==> config.mk <==
export PLATFORM = sky130hd
export DESIGN_NAME = ps2_rx_frame_flat
export DESIGN_NICKNAME = d
export VERILOG_FILES = /design/src/rtl/ps2_rx_frame_if.sv /design/src/rtl/ps2_rx_frame.sv /design/src/flat_wrapper.sv
export SDC_FILE = /design/constraint.sdc
export NUM_CORES = 1
export LEC_CHECK = 0
export CORE_UTILIZATION = 30
export DETAILED_ROUTE_END_ITERATION = 7
export PLACE_DENSITY_LB_ADDON = 0.25
export SLEW_MARGIN = 15
export SYNTH_ARGS = -nofsm -noshare
export SYNTH_HDL_FRONTEND = slang
export SYNTH_SLANG_ARGS = --single-unit
==> constraint.sdc <==
create_clock -name clk -period 4.85 [get_ports clk]
set_input_delay 0.97 -clock clk [delete_from_list [all_inputs] [get_ports clk]]
set_output_delay 0.97 -clock clk [all_outputs]
set_load 0.01 [all_outputs]
==> src/rtl/ps2_rx_frame_if.sv <==
// Interface bundling the PS/2 line inputs, receive enable and the
// byte/strobe outputs of the PS/2 frame receiver.
interface ps2_rx_frame_if;
    logic       ps2d;
    logic       ps2c;
    logic       rx_en;
    logic [7:0] dout;
    logic       rx_done_tick;
    logic       parity_err;
    logic       frame_err;

    // Stimulus / consumer side
    modport master (
        output ps2d, ps2c, rx_en,
        input  dout, rx_done_tick, parity_err, frame_err
    );

    // Receiver side
    modport slave (
        input  ps2d, ps2c, rx_en,
        output dout, rx_done_tick, parity_err, frame_err
    );
endinterface

==> src/rtl/ps2_rx_frame.sv <==
// PS/2 frame receiver: synchronises and de-glitches ps2c/ps2d, samples the
// 11-bit device frame on filtered ps2c falling edges, and delivers each good
// byte with a one-cycle strobe. Bad or aborted frames raise an error strobe
// and are never delivered.
module ps2_rx_frame #(
    parameter int FILTER_LEN  = 8,
    parameter int TIMEOUT_CYC = 50000
) (
    input  logic            clk,
    input  logic            reset,
    ps2_rx_frame_if.slave   bus
);

    localparam int CW = $clog2(TIMEOUT_CYC);
    localparam logic [CW-1:0] TO_LAST = CW'(TIMEOUT_CYC - 1);
    localparam logic [CW-1:0] CNT_ONE = {{(CW-1){1'b0}}, 1'b1};

    localparam logic [1:0] S_IDLE = 2'd0;
    localparam logic [1:0] S_DATA = 2'd1;
    localparam logic [1:0] S_DONE = 2'd2;

    // Two-flop synchronisers; lines idle high so they reset to 1
    logic [1:0]            c_sync_q;
    logic [1:0]            d_sync_q;
    // Filter history and filtered clock
    logic [FILTER_LEN-1:0] filt_q;
    logic                  fclk_q;
    logic                  fclk_d;
    logic                  fall_s;
    // Frame state
    logic [1:0]            state_q, state_d;
    logic [9:0]            b_q, b_d;
    logic [3:0]            n_q, n_d;
    logic [CW-1:0]         cnt_q, cnt_d;
    // Registered outputs
    logic [7:0]            dout_q, dout_d;
    logic                  done_q, done_d;
    logic                  perr_q, perr_d;
    logic                  ferr_q, ferr_d;

    // Synchronise the asynchronous PS/2 lines before any use
    always_ff @(posedge clk or negedge reset) begin
        if (!reset) begin
            c_sync_q <= 2'b11;
            d_sync_q <= 2'b11;
        end else begin
            c_sync_q <= {c_sync_q[0], bus.ps2c};
            d_sync_q <= {d_sync_q[0], bus.ps2d};
        end
    end

    // Filtered clock moves only once the whole history agrees
    always_comb begin
        if (&filt_q) begin
            fclk_d = 1'b1;
        end else if (~|filt_q) begin
            fclk_d = 1'b0;
        end else begin
            fclk_d = fclk_q;
        end
    end

    // A falling edge is the filtered clock leaving 1 for 0
    assign fall_s = fclk_q & ~fclk_d;

    // Filter history shift register and filtered clock register
    always_ff @(posedge clk or negedge reset) begin
        if (!reset) begin
            filt_q <= {FILTER_LEN{1'b1}};
            fclk_q <= 1'b1;
        end else begin
            filt_q <= {filt_q[FILTER_LEN-2:0], c_sync_q[1]};
            fclk_q <= fclk_d;
        end
    end

    // Frame FSM next-state, shift, counters and output strobes
    always_comb begin
        state_d = state_q;
        b_d     = b_q;
        n_d     = n_q;
        cnt_d   = cnt_q;
        dout_d  = dout_q;
        done_d  = 1'b0;
        perr_d  = 1'b0;
        ferr_d  = 1'b0;
        case (state_q)
            S_IDLE: begin
                if (fall_s && bus.rx_en && !d_sync_q[1]) begin
                    state_d = S_DATA;
                    n_d     = 4'd10;
                    cnt_d   = {CW{1'b0}};
                end else begin
                    state_d = S_IDLE;
                end
            end
            S_DATA: begin
                if (fall_s) begin
                    b_d   = {d_sync_q[1], b_q[9:1]};
                    n_d   = n_q - 4'd1;
                    cnt_d = {CW{1'b0}};
                    if (n_q == 4'd1) begin
                        state_d = S_DONE;
                    end else begin
                        state_d = S_DATA;
                    end
                end else if (cnt_q == TO_LAST) begin
                    // Device stopped clocking: abandon the partial frame
                    ferr_d  = 1'b1;
                    state_d = S_IDLE;
                end else begin
                    cnt_d = cnt_q + CNT_ONE;
                end
            end
            S_DONE: begin
                state_d = S_IDLE;
                if (!b_q[9]) begin
                    ferr_d = 1'b1;
                end else if (!(^b_q[8:0])) begin
                    perr_d = 1'b1;
                end else begin
                    dout_d = b_q[7:0];
                    done_d = 1'b1;
                end
            end
            default: begin
                state_d = S_IDLE;
            end
        endcase
    end

    // Frame state and registered outputs
    always_ff @(posedge clk or negedge reset) begin
        if (!reset) begin
            state_q <= S_IDLE;
            b_q     <= 10'd0;
            n_q     <= 4'd0;
            cnt_q   <= {CW{1'b0}};
            dout_q  <= 8'h00;
            done_q  <= 1'b0;
            perr_q  <= 1'b0;
            ferr_q  <= 1'b0;
        end else begin
            state_q <= state_d;
            b_q     <= b_d;
            n_q     <= n_d;
            cnt_q   <= cnt_d;
            dout_q  <= dout_d;
            done_q  <= done_d;
            perr_q  <= perr_d;
            ferr_q  <= ferr_d;
        end
    end

    assign bus.dout         = dout_q;
    assign bus.rx_done_tick = done_q;
    assign bus.parity_err   = perr_q;
    assign bus.frame_err    = ferr_q;

endmodule

==> src/flat_wrapper.sv <==
// flat-port wrapper written by rule: the top's interface ports become plain ports
module ps2_rx_frame_flat 
#(
    parameter int FILTER_LEN  = 8,
    parameter int TIMEOUT_CYC = 50000
)
  (clk, reset, bus_ps2d, bus_ps2c, bus_rx_en, bus_dout, bus_rx_done_tick, bus_parity_err, bus_frame_err);
  ps2_rx_frame_if bus_i ();
  input  logic clk;
  input  logic reset;
  input wire logic [$bits(bus_i.ps2d)-1:0] bus_ps2d;
  input wire logic [$bits(bus_i.ps2c)-1:0] bus_ps2c;
  input wire logic [$bits(bus_i.rx_en)-1:0] bus_rx_en;
  output wire logic [$bits(bus_i.dout)-1:0] bus_dout;
  output wire logic [$bits(bus_i.rx_done_tick)-1:0] bus_rx_done_tick;
  output wire logic [$bits(bus_i.parity_err)-1:0] bus_parity_err;
  output wire logic [$bits(bus_i.frame_err)-1:0] bus_frame_err;
  assign bus_i.ps2d = bus_ps2d;
  assign bus_i.ps2c = bus_ps2c;
  assign bus_i.rx_en = bus_rx_en;
  assign bus_dout = bus_i.dout;
  assign bus_rx_done_tick = bus_i.rx_done_tick;
  assign bus_parity_err = bus_i.parity_err;
  assign bus_frame_err = bus_i.frame_err;
  ps2_rx_frame #(.FILTER_LEN(FILTER_LEN), .TIMEOUT_CYC(TIMEOUT_CYC)) u_core (.clk(clk), .reset(reset), .bus(bus_i));
endmodule
==> results.sh, run 1 <==
export IMPL_setup_tns_ns=0
export IMPL_synth_seq_cells=56
export IMPL_fin_crit_sh_pct=53.8
export IMPL_hp_class="flip-flop to flip-flop"
export IMPL_syn_to_final_growth_pct=12.5
export IMPL_initial_core_util_pct=31.5
export IMPL_max_freq_mhz=383
export IMPL_rsz0062_at_grt="false"
export IMPL_worst_slack_ns=2.24
export IMPL_clock_sinks=56
export IMPL_grt_max_degree=36
export IMPL_drive_gt1_share_pct=19.4
export IMPL_drv_cap=0
export IMPL_rr_worst_depth=5
export IMPL_pre_cts_slack_ns=2.00
export IMPL_power_density_mw_per_mm2=346
export IMPL_pwr_share_clk_pct=25.8
export IMPL_synth_top_cell_area_share_pct=40.7
export IMPL_fin_crit_ns=2.61
export IMPL_pwr_share_seq_pct=61.6
export IMPL_cts_setup_buffers=0
export IMPL_hold_depth=0
export IMPL_synth_top_area_cell="dfrtp_1"
export IMPL_synth_fp_nets=242
export IMPL_cts_inserted_buffers=5
export IMPL_final_cell_mix="dfrtp_1 (43), nand2_1 (19), mux2_2 (18), nand3_1 (15), clkdlybuf4s50_1 (14)"
export IMPL_drt_total_wl_microns=4880
export IMPL_peakVddDrop_v=0.000141
export IMPL_path_max_fanout=15
export IMPL_clk_latency_ns=0.32
export IMPL_hold_violations=0
export IMPL_switchingPower_mw=0.314
export IMPL_core_area_sq_mm=0.00838
export IMPL_holdPathEnd="u_core.c_sync_q[1]"
export IMPL_routed_via_density=5.07
export IMPL_io_pins=16
export IMPL_hold_start="u_core.c_sync_q[0]"
export IMPL_n_antenna_cell=0
export IMPL_grt_util_all_layers_pct=12.3
export IMPL_synth_distinct_cells=45
export IMPL_skew_ns=0.0152
export IMPL_maxSlewViolCount=0
export IMPL_ant_nets=0
export IMPL_die_h_microns=95.9
export IMPL_root_buffer="clkbuf_8"
export IMPL_drc=0
export IMPL_nets=257
export IMPL_avgSynthCellArea_sq_um=11.4
export IMPL_holdBufCountCts=0
export IMPL_grt_pass1_vias=1747
export IMPL_gr_total_overflow=0
export IMPL_synth_area_leaders="dfrtp_1 (41%), dfstp_2 (13%), mux2_2 (7.7%)"
export IMPL_die_area_sq_mm=0.00919
export IMPL_synthArstFlopShare_pct=100
export IMPL_final_setup_viol_count=0
export IMPL_first_pass_iters=4
export IMPL_syn_inst=231
export IMPL_grt_pass1_wl_microns=8720
export IMPL_antenna_found_initial=0
export IMPL_relSlewSlack_pct=36.8
export IMPL_dp_hpwl_microns=3330
export IMPL_ys_seq_area_share_pct=53.6
export IMPL_drt_initial_drc_count=142
export IMPL_die_w_microns=95.9
export IMPL_end_kind="flip-flop"
export IMPL_intPower_mw=0.715
export IMPL_reg2reg_to="u_core.cnt_q[3]"
export IMPL_arrival_ns=2.82
export IMPL_tritoncts="done"
export IMPL_fin_total_pwr_mw=1.03
export IMPL_cts_resized=0
export IMPL_status="completed"
export IMPL_design_area_sq_mm=0.00297
export IMPL_cp_startpoint="u_core.filt_q[5]"
export IMPL_portBuffers=15
export IMPL_crit_required_ns=5.06
export IMPL_ys_warn_count=0
export IMPL_reg2reg_slack_ns=2.24
export IMPL_mostFrequentLayoutCell="dfrtp_1"
export IMPL_vias=1783
export IMPL_synth_flop_cell="dfrtp_1"
export IMPL_clk_path_buf_depth=2
export IMPL_critPathKind="flip-flop to flip-flop"
export IMPL_synth_edf_count=0
export IMPL_start_kind="flip-flop"
export IMPL_syn_area_sq_mm=0.00264
export IMPL_clkTransAtPathRegs_ns=0.10
export IMPL_avgRoutedWirePerCell_microns=13.9
export IMPL_htreeDepth=2
export IMPL_switching_share_pct=30.5
export IMPL_tightest_slew_ns=0.943
export IMPL_rows=33
export IMPL_post_dp_cell_area_sq_mm=0.00288
export IMPL_globalplace_congestion=0.741
export IMPL_leakage_nw=1.29
export IMPL_comb_power_share_pct=12.6
export IMPL_regToRegStartpoint="u_core.filt_q[5]"
## cell families after synthesis
kind of cell    share of synthesized area (%)
fa+ha+maj                                2.84
compound gates                           11.1
simple gates                             16.3
flops                                    53.6
xor+xnor                                 2.84
buf+inv                                  3.65
mux                                      9.56
## flip-flops by register name, indices dropped and copies added, names as in the netlist
| name | count |
|---|---|
| u_core.cnt_q | 16 |
| u_core.b_q | 10 |
| u_core.state_q | 2 |
| u_core.fclk_q | 1 |
| u_core.bus.parity_err | 1 |
| u_core.filt_q | 8 |
| u_core.d_sync_q | 2 |
| u_core.bus.dout | 8 |
| u_core.c_sync_q | 2 |
| u_core.bus.frame_err | 1 |
| u_core.n_q | 4 |
| u_core.bus.rx_done_tick | 1 |
## layout make-up
cell class,instances,area [sq um]
fill,821,5410
clock buffer,5,68.8
timing repair buffer,16,153
sequential,56,1420
multi-input combinational,155,1130
inverter,12,45.0
clock inverter,3,25.0
tap,105,131
## worst max-delay path, stage by stage, from the launching register on
cell and delay [ns]:
dfstp_2 0.39, nor4_1 0.43, and3_1 0.51, nand3_1 0.59, a22o_1 0.38, a22o_1 0.22
## per-layer routing
| layer | share of wire [%] | vias up | GRT usage, % |
|---|---|---|---|
| li1 | - | 864 | - |
| met1 | 51 | 890 | 17.6 |
| met5 | 0 | - | 0 |
| met4 | 1.6 | 0 | 4.10 |
| met3 | 2.3 | 8 | 2.13 |
| met2 | 45 | 21 | 18.8 |
## cell usage after synthesis, types with 2 or more instances
master,instances
dfstp_2,13
nor4_1,3
or3_1,2
dfrtp_1,43
nor2_1,11
nand2_1,19
mux2_2,18
a22o_1,5
ha_1,6
nand2b_1,4
nand3_1,15
nor3_1,4
a31oi_1,3
o211ai_1,3
nor2b_1,3
o21ai_0,6
inv_1,12
o22ai_1,2
mux2i_1,5
a21oi_1,6
buf_2,4
a2bb2oi_1,5
a22oi_1,5
and3_1,2
xnor2_1,5
clkbuf_1,3
nand4_1,6
## how the worst max path moves through the flow
| stage | to | slack [ns] |
|---|---|---|
| after floorplan | u_core.cnt_q[1] | 2.89 |
| after global placement | u_core.cnt_q[3] | 2.03 |
| after detailed placement | u_core.cnt_q[3] | 2.00 |
| after CTS | u_core.cnt_q[4] | 2.23 |
| after global routing | u_core.cnt_q[1] | 1.91 |
| final | u_core.cnt_q[3] | 2.24 |
## power by group through the flow
stage                     clock network [mW]  logic (mW)  registers (mW)
final                                  0.265       0.129           0.634
after global routing                   0.297       0.151           0.649
after CTS                              0.278       0.130           0.633
after detailed placement                   0       0.130           0.641
after global placement                     0       0.126           0.642
after floorplan                            0       0.120           0.603
## metrics by stage
stage,std cells,util (%),hold WS [ns]
2_1_floorplan,231,-,0.345
3_3_place_gp,344,34.4,0.347
3_5_place_dp,344,34.4,0.347
4_1_cts,352,35.5,0.361
5_1_grt,352,35.5,0.371
6_report,352,35.5,0.360
Note: power is estimated with default switching activity, not from simulation.
==> inputs of run 2 (changes only) <==
Clock period 4.85 ns to 2.6 ns, I/O delays scaled along.
==> results.sh, run 2 (synthesis gave the netlist of run 1 again) <==
export IMPL_n_antenna_cell=0
export IMPL_drive_gt1_share_pct=20.6
export IMPL_grt_max_degree=30
export IMPL_rr_worst_depth=6
export IMPL_setup_tns_ns=0
export IMPL_cpMostUsedCell="a22o_1"
export IMPL_multi_input_area_sq_mm=0.00113
export IMPL_gr_total_overflow=0
export IMPL_grt_util_all_layers_pct=12.2
export IMPL_status="completed"
export IMPL_portBuffers=15
export IMPL_clkTransAtPathRegs_ns=0.11
export IMPL_crit_required_ns=2.81
export IMPL_cpPeakStageDelay_ns=0.47
export IMPL_tritoncts="done"
export IMPL_final_setup_viol_count=0
export IMPL_clock_sinks=56
export IMPL_n_fill_cell=840
export IMPL_holdBufCountCts=0
export IMPL_critPathKind="flip-flop to flip-flop"
export IMPL_path_depth=6
export IMPL_routed_via_density=5.03
export IMPL_fin_crit_sh_pct=83.4
export IMPL_cts_inserted_buffers=5
export IMPL_power_density_mw_per_mm2=645
export IMPL_utilization_pct=35.9
export IMPL_hp_class="primary input to async pin"
export IMPL_arrival_ns=2.38
export IMPL_largest_register="u_core.cnt_q"
export IMPL_die_area_sq_mm=0.00919
export IMPL_cpLargestDelayFamily="simple AND/OR/NAND/NOR gates"
export IMPL_fin_crit_ns=2.17
export IMPL_peakVddDrop_v=0.000227
export IMPL_nets=262
export IMPL_dp_hpwl_microns=3450
export IMPL_end_kind="flip-flop"
export IMPL_dpl_cell_count=349
export IMPL_root_buffer="clkbuf_8"
export IMPL_avgRoutedWirePerCell_microns=13.7
export IMPL_htreeDepth=2
export IMPL_cpMaxStageDelayCell="and3_1"
export IMPL_core_area_sq_mm=0.00838
export IMPL_ant_nets=0
export IMPL_largest_register_ffs=16
export IMPL_max_freq_mhz=461
export IMPL_relSlewSlack_pct=50.2
export IMPL_vias=1794
export IMPL_register_area_sq_mm=0.00142
export IMPL_path_max_fanout=15
export IMPL_cts_resized=0
export IMPL_clk_latency_ns=0.32
export IMPL_drt_initial_drc_count=104
export IMPL_reg_top3="u_core.cnt_q x16, u_core.b_q x10"
export IMPL_final_cells=357
export IMPL_cp_cell_sequence="nor4_1 > and3_1 > nand3_1 > buf_4 > a22o_1 > a22o_1"
export IMPL_final_cell_mix="dfrtp_1 (43), nand2_1 (19), mux2_2 (18), nand3_1 (15), clkdlybuf4s50_1 (14)"
export IMPL_start_kind="flip-flop"
export IMPL_tightest_slew_ns=0.744
export IMPL_clk_path_buf_depth=2
export IMPL_syn_to_final_growth_pct=13.9
export IMPL_drt_total_wl_microns=4880
export IMPL_cts_setup_buffers=0
export IMPL_grt_pass1_wl_microns=8620
export IMPL_initial_core_util_pct=31.5
export IMPL_die_w_microns=95.9
export IMPL_rsz0062_at_grt="false"
export IMPL_rows=33
export IMPL_io_pins=16
export IMPL_maxSlewViolCount=0
export IMPL_globalplace_congestion=0.761
export IMPL_drc=0
export IMPL_path_buf_inv=1
export IMPL_hold_violations=0
export IMPL_die_h_microns=95.9
export IMPL_skew_ns=0.0143
export IMPL_mostFrequentLayoutCell="dfrtp_1"
export IMPL_leakage_nw=1.31
export IMPL_first_pass_iters=4
export IMPL_grt_pass1_vias=1768
export IMPL_antenna_found_initial=0
export IMPL_drv_cap=0
-- run 2: routing by layer --
| layer | up-vias | track usage, % | routed length [microns] |
|---|---|---|---|
| li1 | 876 | - | - |
| met1 | 885 | 16.1 | 2320 |
| met2 | 27 | 19.7 | 2350 |
| met3 | 6 | 2.53 | 117 |
| met4 | 0 | 4.73 | 85 |
| met5 | - | 0 | 0 |
-- run 2: layout make-up --
class                      count  area share, %
clock buffer                   5           2.29
sequential                    56           47.1
timing repair buffer          21           6.32
inverter                      12           1.50
clock inverter                 3          0.915
multi-input combinational    155           37.5
tap                          105           4.37
-- run 2: metrics by stage --
stage                     hold slack, ns  area [sq um]  power, mW  setup WS (ns)
after floorplan                    0.224          2640       1.35          0.640
after global placement             0.347          2910       1.44          0.457
after detailed placement           0.349          2910       1.45          0.446
after CTS                          0.241          3010       1.96          0.441
after global routing               0.254          3010       2.05          0.214
final                              0.212          3010       1.94          0.430
-- run 2: worst paths after layout --
kind	start	endpoint	slack [ns]
worst min-delay path	reset	u_core.bus.dout[4]	0.21
max in group asynchronous	reset	u_core.filt_q[7]	1.66
worst max-delay path	u_core.filt_q[5]	u_core.cnt_q[3]	0.43
min in group clk	u_core.filt_q[4]	u_core.filt_q[5]	0.36
worst min register to register	u_core.filt_q[4]	u_core.filt_q[5]	0.36
worst max register to register	u_core.filt_q[5]	u_core.cnt_q[3]	0.43
-- run 2: where the power goes --
part	internal, mW	switching [mW]
sequential	1.01	0.157
clock	0.199	0.310
combinational	0.138	0.128
-- run 2: worst reg2reg max path, delay by kind of cell, from the launching register on --
kind	cells	cell delay [ns]
AOI/OAI and AO/OA	2	0.44
DFF	1	0.39
buffers and inverters	1	0.21
and+or+nand+nor	3	1.02
==> inputs of run 3 (changes only) <==
Clock period 2.6 ns to 1.9 ns, I/O delays scaled along.
==> results.sh, run 3 (synthesis gave the netlist of run 1 again) <==
export IMPL_die_w_microns=95.9
export IMPL_peakVddDrop_v=0.000466
export IMPL_fin_crit_sh_pct=98.5
export IMPL_comb_power_share_pct=20.6
export IMPL_drive_gt1_share_pct=33.7
export IMPL_reg_top3="u_core.cnt_q x16, u_core.b_q x10"
export IMPL_reg2reg_slack_ns=0.03
export IMPL_power_density_mw_per_mm2=828
export IMPL_cts_inserted_buffers=5
export IMPL_largest_register="u_core.cnt_q"
export IMPL_critPathKind="flip-flop to flip-flop"
export IMPL_cp_startpoint="u_core.cnt_q[12]"
export IMPL_relSlewSlack_pct=76.7
export IMPL_drt_total_wl_microns=5310
export IMPL_pwr_share_seq_pct=54.7
export IMPL_rsz0062_at_grt="true"
export IMPL_htreeDepth=2
export IMPL_leakage_nw=1.52
export IMPL_start_kind="flip-flop"
export IMPL_gr_total_overflow=0
export IMPL_largest_register_ffs=16
export IMPL_max_freq_mhz=535
export IMPL_die_h_microns=95.9
export IMPL_drt_initial_drc_count=70
export IMPL_rr_worst_depth=6
export IMPL_maxSlewViolCount=0
export IMPL_globalplace_congestion=0.778
export IMPL_ant_nets=0
export IMPL_routed_via_density=4.94
export IMPL_worst_slack_ns=0.0293
export IMPL_io_pins=16
export IMPL_clock_sinks=56
export IMPL_switching_share_pct=29.1
export IMPL_initial_core_util_pct=31.5
export IMPL_n_antenna_cell=0
export IMPL_pre_cts_slack_ns=-0.0286
export IMPL_reg2reg_to="u_core.cnt_q[1]"
export IMPL_fin_crit_ns=1.87
export IMPL_clkTransAtPathRegs_ns=0.11
export IMPL_nets=298
export IMPL_first_pass_iters=4
export IMPL_clk_path_buf_depth=2
export IMPL_skew_ns=0.0129
export IMPL_pwr_share_clk_pct=24.7
export IMPL_mostFrequentLayoutCell="dfrtp_1"
export IMPL_drv_cap=0
export IMPL_intPower_mw=1.98
export IMPL_grt_max_degree=57
export IMPL_vias=1941
export IMPL_final_cell_mix="dfrtp_1 (43), buf_4 (36), nand2_1 (18), mux2_2 (18), clkdlybuf4s50_1 (14)"
export IMPL_grt_pass1_vias=1874
export IMPL_rows=33
export IMPL_hold_violations=0
export IMPL_antenna_found_initial=0
export IMPL_endpoint="u_core.cnt_q[1]"
export IMPL_holdBufCountCts=0
export IMPL_syn_to_final_growth_pct=27.5
export IMPL_root_buffer="clkbuf_8"
export IMPL_hp_class="primary input to async pin"
export IMPL_cpPeakStageDelay_ns=0.55
export IMPL_n_fill_cell=818
export IMPL_drc=0
export IMPL_status="completed"
export IMPL_tritoncts="done"
export IMPL_path_max_fanout=7
export IMPL_end_kind="flip-flop"
export IMPL_cpMaxStageDelayCell="or4_4"
export IMPL_arrival_ns=2.07
export IMPL_grt_util_all_layers_pct=12.4
export IMPL_avgRoutedWirePerCell_microns=13.5
export IMPL_clk_latency_ns=0.31
export IMPL_regToRegStartpoint="u_core.cnt_q[12]"
export IMPL_tightest_slew_ns=0.347
export IMPL_dp_hpwl_microns=3540
export IMPL_switchingPower_mw=0.812
export IMPL_fin_total_pwr_mw=2.79
export IMPL_die_area_sq_mm=0.00919
export IMPL_core_area_sq_mm=0.00838
export IMPL_portBuffers=15
export IMPL_grt_pass1_wl_microns=8870
export IMPL_crit_required_ns=2.10
export IMPL_final_setup_viol_count=0
export IMPL_cp_cell_sequence="or4_4 > nor4_4 > buf_4 > a21o_4 > nand2_4 > a31o_1"
==> run 3: cell types whose count changed in the layout (fill, tap and decap cells not counted), sizes merged <==
cell and change:
clkbuf +1, a21o +1, buf +35, clkinvlp -1
==> run 3: through the flow <==
step                util, %  cell area, sq um  instances  hold slack, ns  TNS [ns]
floorplan                 -              2640        231          0.0844         0
global placement       37.5              3140        376           0.346         0
detailed placement     37.5              3140        376           0.347    -0.230
CTS                    38.7              3240        385          0.0601  -0.00259
global route           40.2              3370        393          0.0724    -0.510
finish                 40.2              3370        393          0.0537         0
==> run 3: per-layer routing <==
metal / part of all wire [%] / GRT usage (%)
met1: 49 / 17.5
met2: 47 / 19.1
met3: 2.9 / 2.13
met4: 1.6 / 4.85
met5: 0 / 0
==> run 3: worst max-delay path, delay by kind of cell, from the launching register on <==
kind / cells / cell delay, ns
AO/OA/AOI/OAI: 2 / 0.41
AND/OR/NAND/NOR: 3 / 0.78
buffers and inverters: 1 / 0.19
flip-flops: 1 / 0.39
==> run 3: how the worst min path moves through the flow <==
| stage | from | to | slack (ns) | depth (start not counted) |
|---|---|---|---|---|
| 5_1_grt | reset | u_core.bus.parity_err | 0.07 | 2 |
| 6_report | reset | u_core.b_q[3] | 0.05 | 2 |
| 3_3_place_gp | u_core.c_sync_q[0] | u_core.c_sync_q[1] | 0.35 | 0 |
| 2_1_floorplan | reset | u_core.b_q[0] | 0.08 | 0 |
| 3_5_place_dp | u_core.c_sync_q[1] | u_core.filt_q[0] | 0.35 | 0 |
| 4_1_cts | reset | u_core.bus.parity_err | 0.06 | 2 |
==> run 3: final cells by class <==
class | instances | area [sq um] | share of cell area [%]
multi-input combinational | 156 | 1190 | 35.3
clock inverter | 2 | 13.8 | 0.409
inverter | 12 | 45.0 | 1.34
tap | 105 | 131 | 3.90
timing repair buffer | 56 | 489 | 14.5
sequential | 56 | 1420 | 42.1
clock buffer | 6 | 82.6 | 2.45
==> run 3: power groups by stage <==
| stage | Sequential (mW) | Clock (mW) | Combinational, mW |
|---|---|---|---|
| floorplan | 1.54 | 0 | 0.306 |
| global placement | 1.55 | 0 | 0.569 |
| detailed placement | 1.55 | 0 | 0.571 |
| CTS | 1.52 | 0.724 | 0.576 |
| global route | 1.55 | 0.760 | 0.646 |
| finish | 1.53 | 0.689 | 0.573 |
==> run 3: repair_timing <==
action / CTS / global route
endpoints found under the hold margin: 0 / 0
resized for setup: 0 / 15
pin swaps: 1 / 3
setup endpoints to repair: 9 / 35
gates cloned: 0 / 1
buffers inserted: 1 / 7
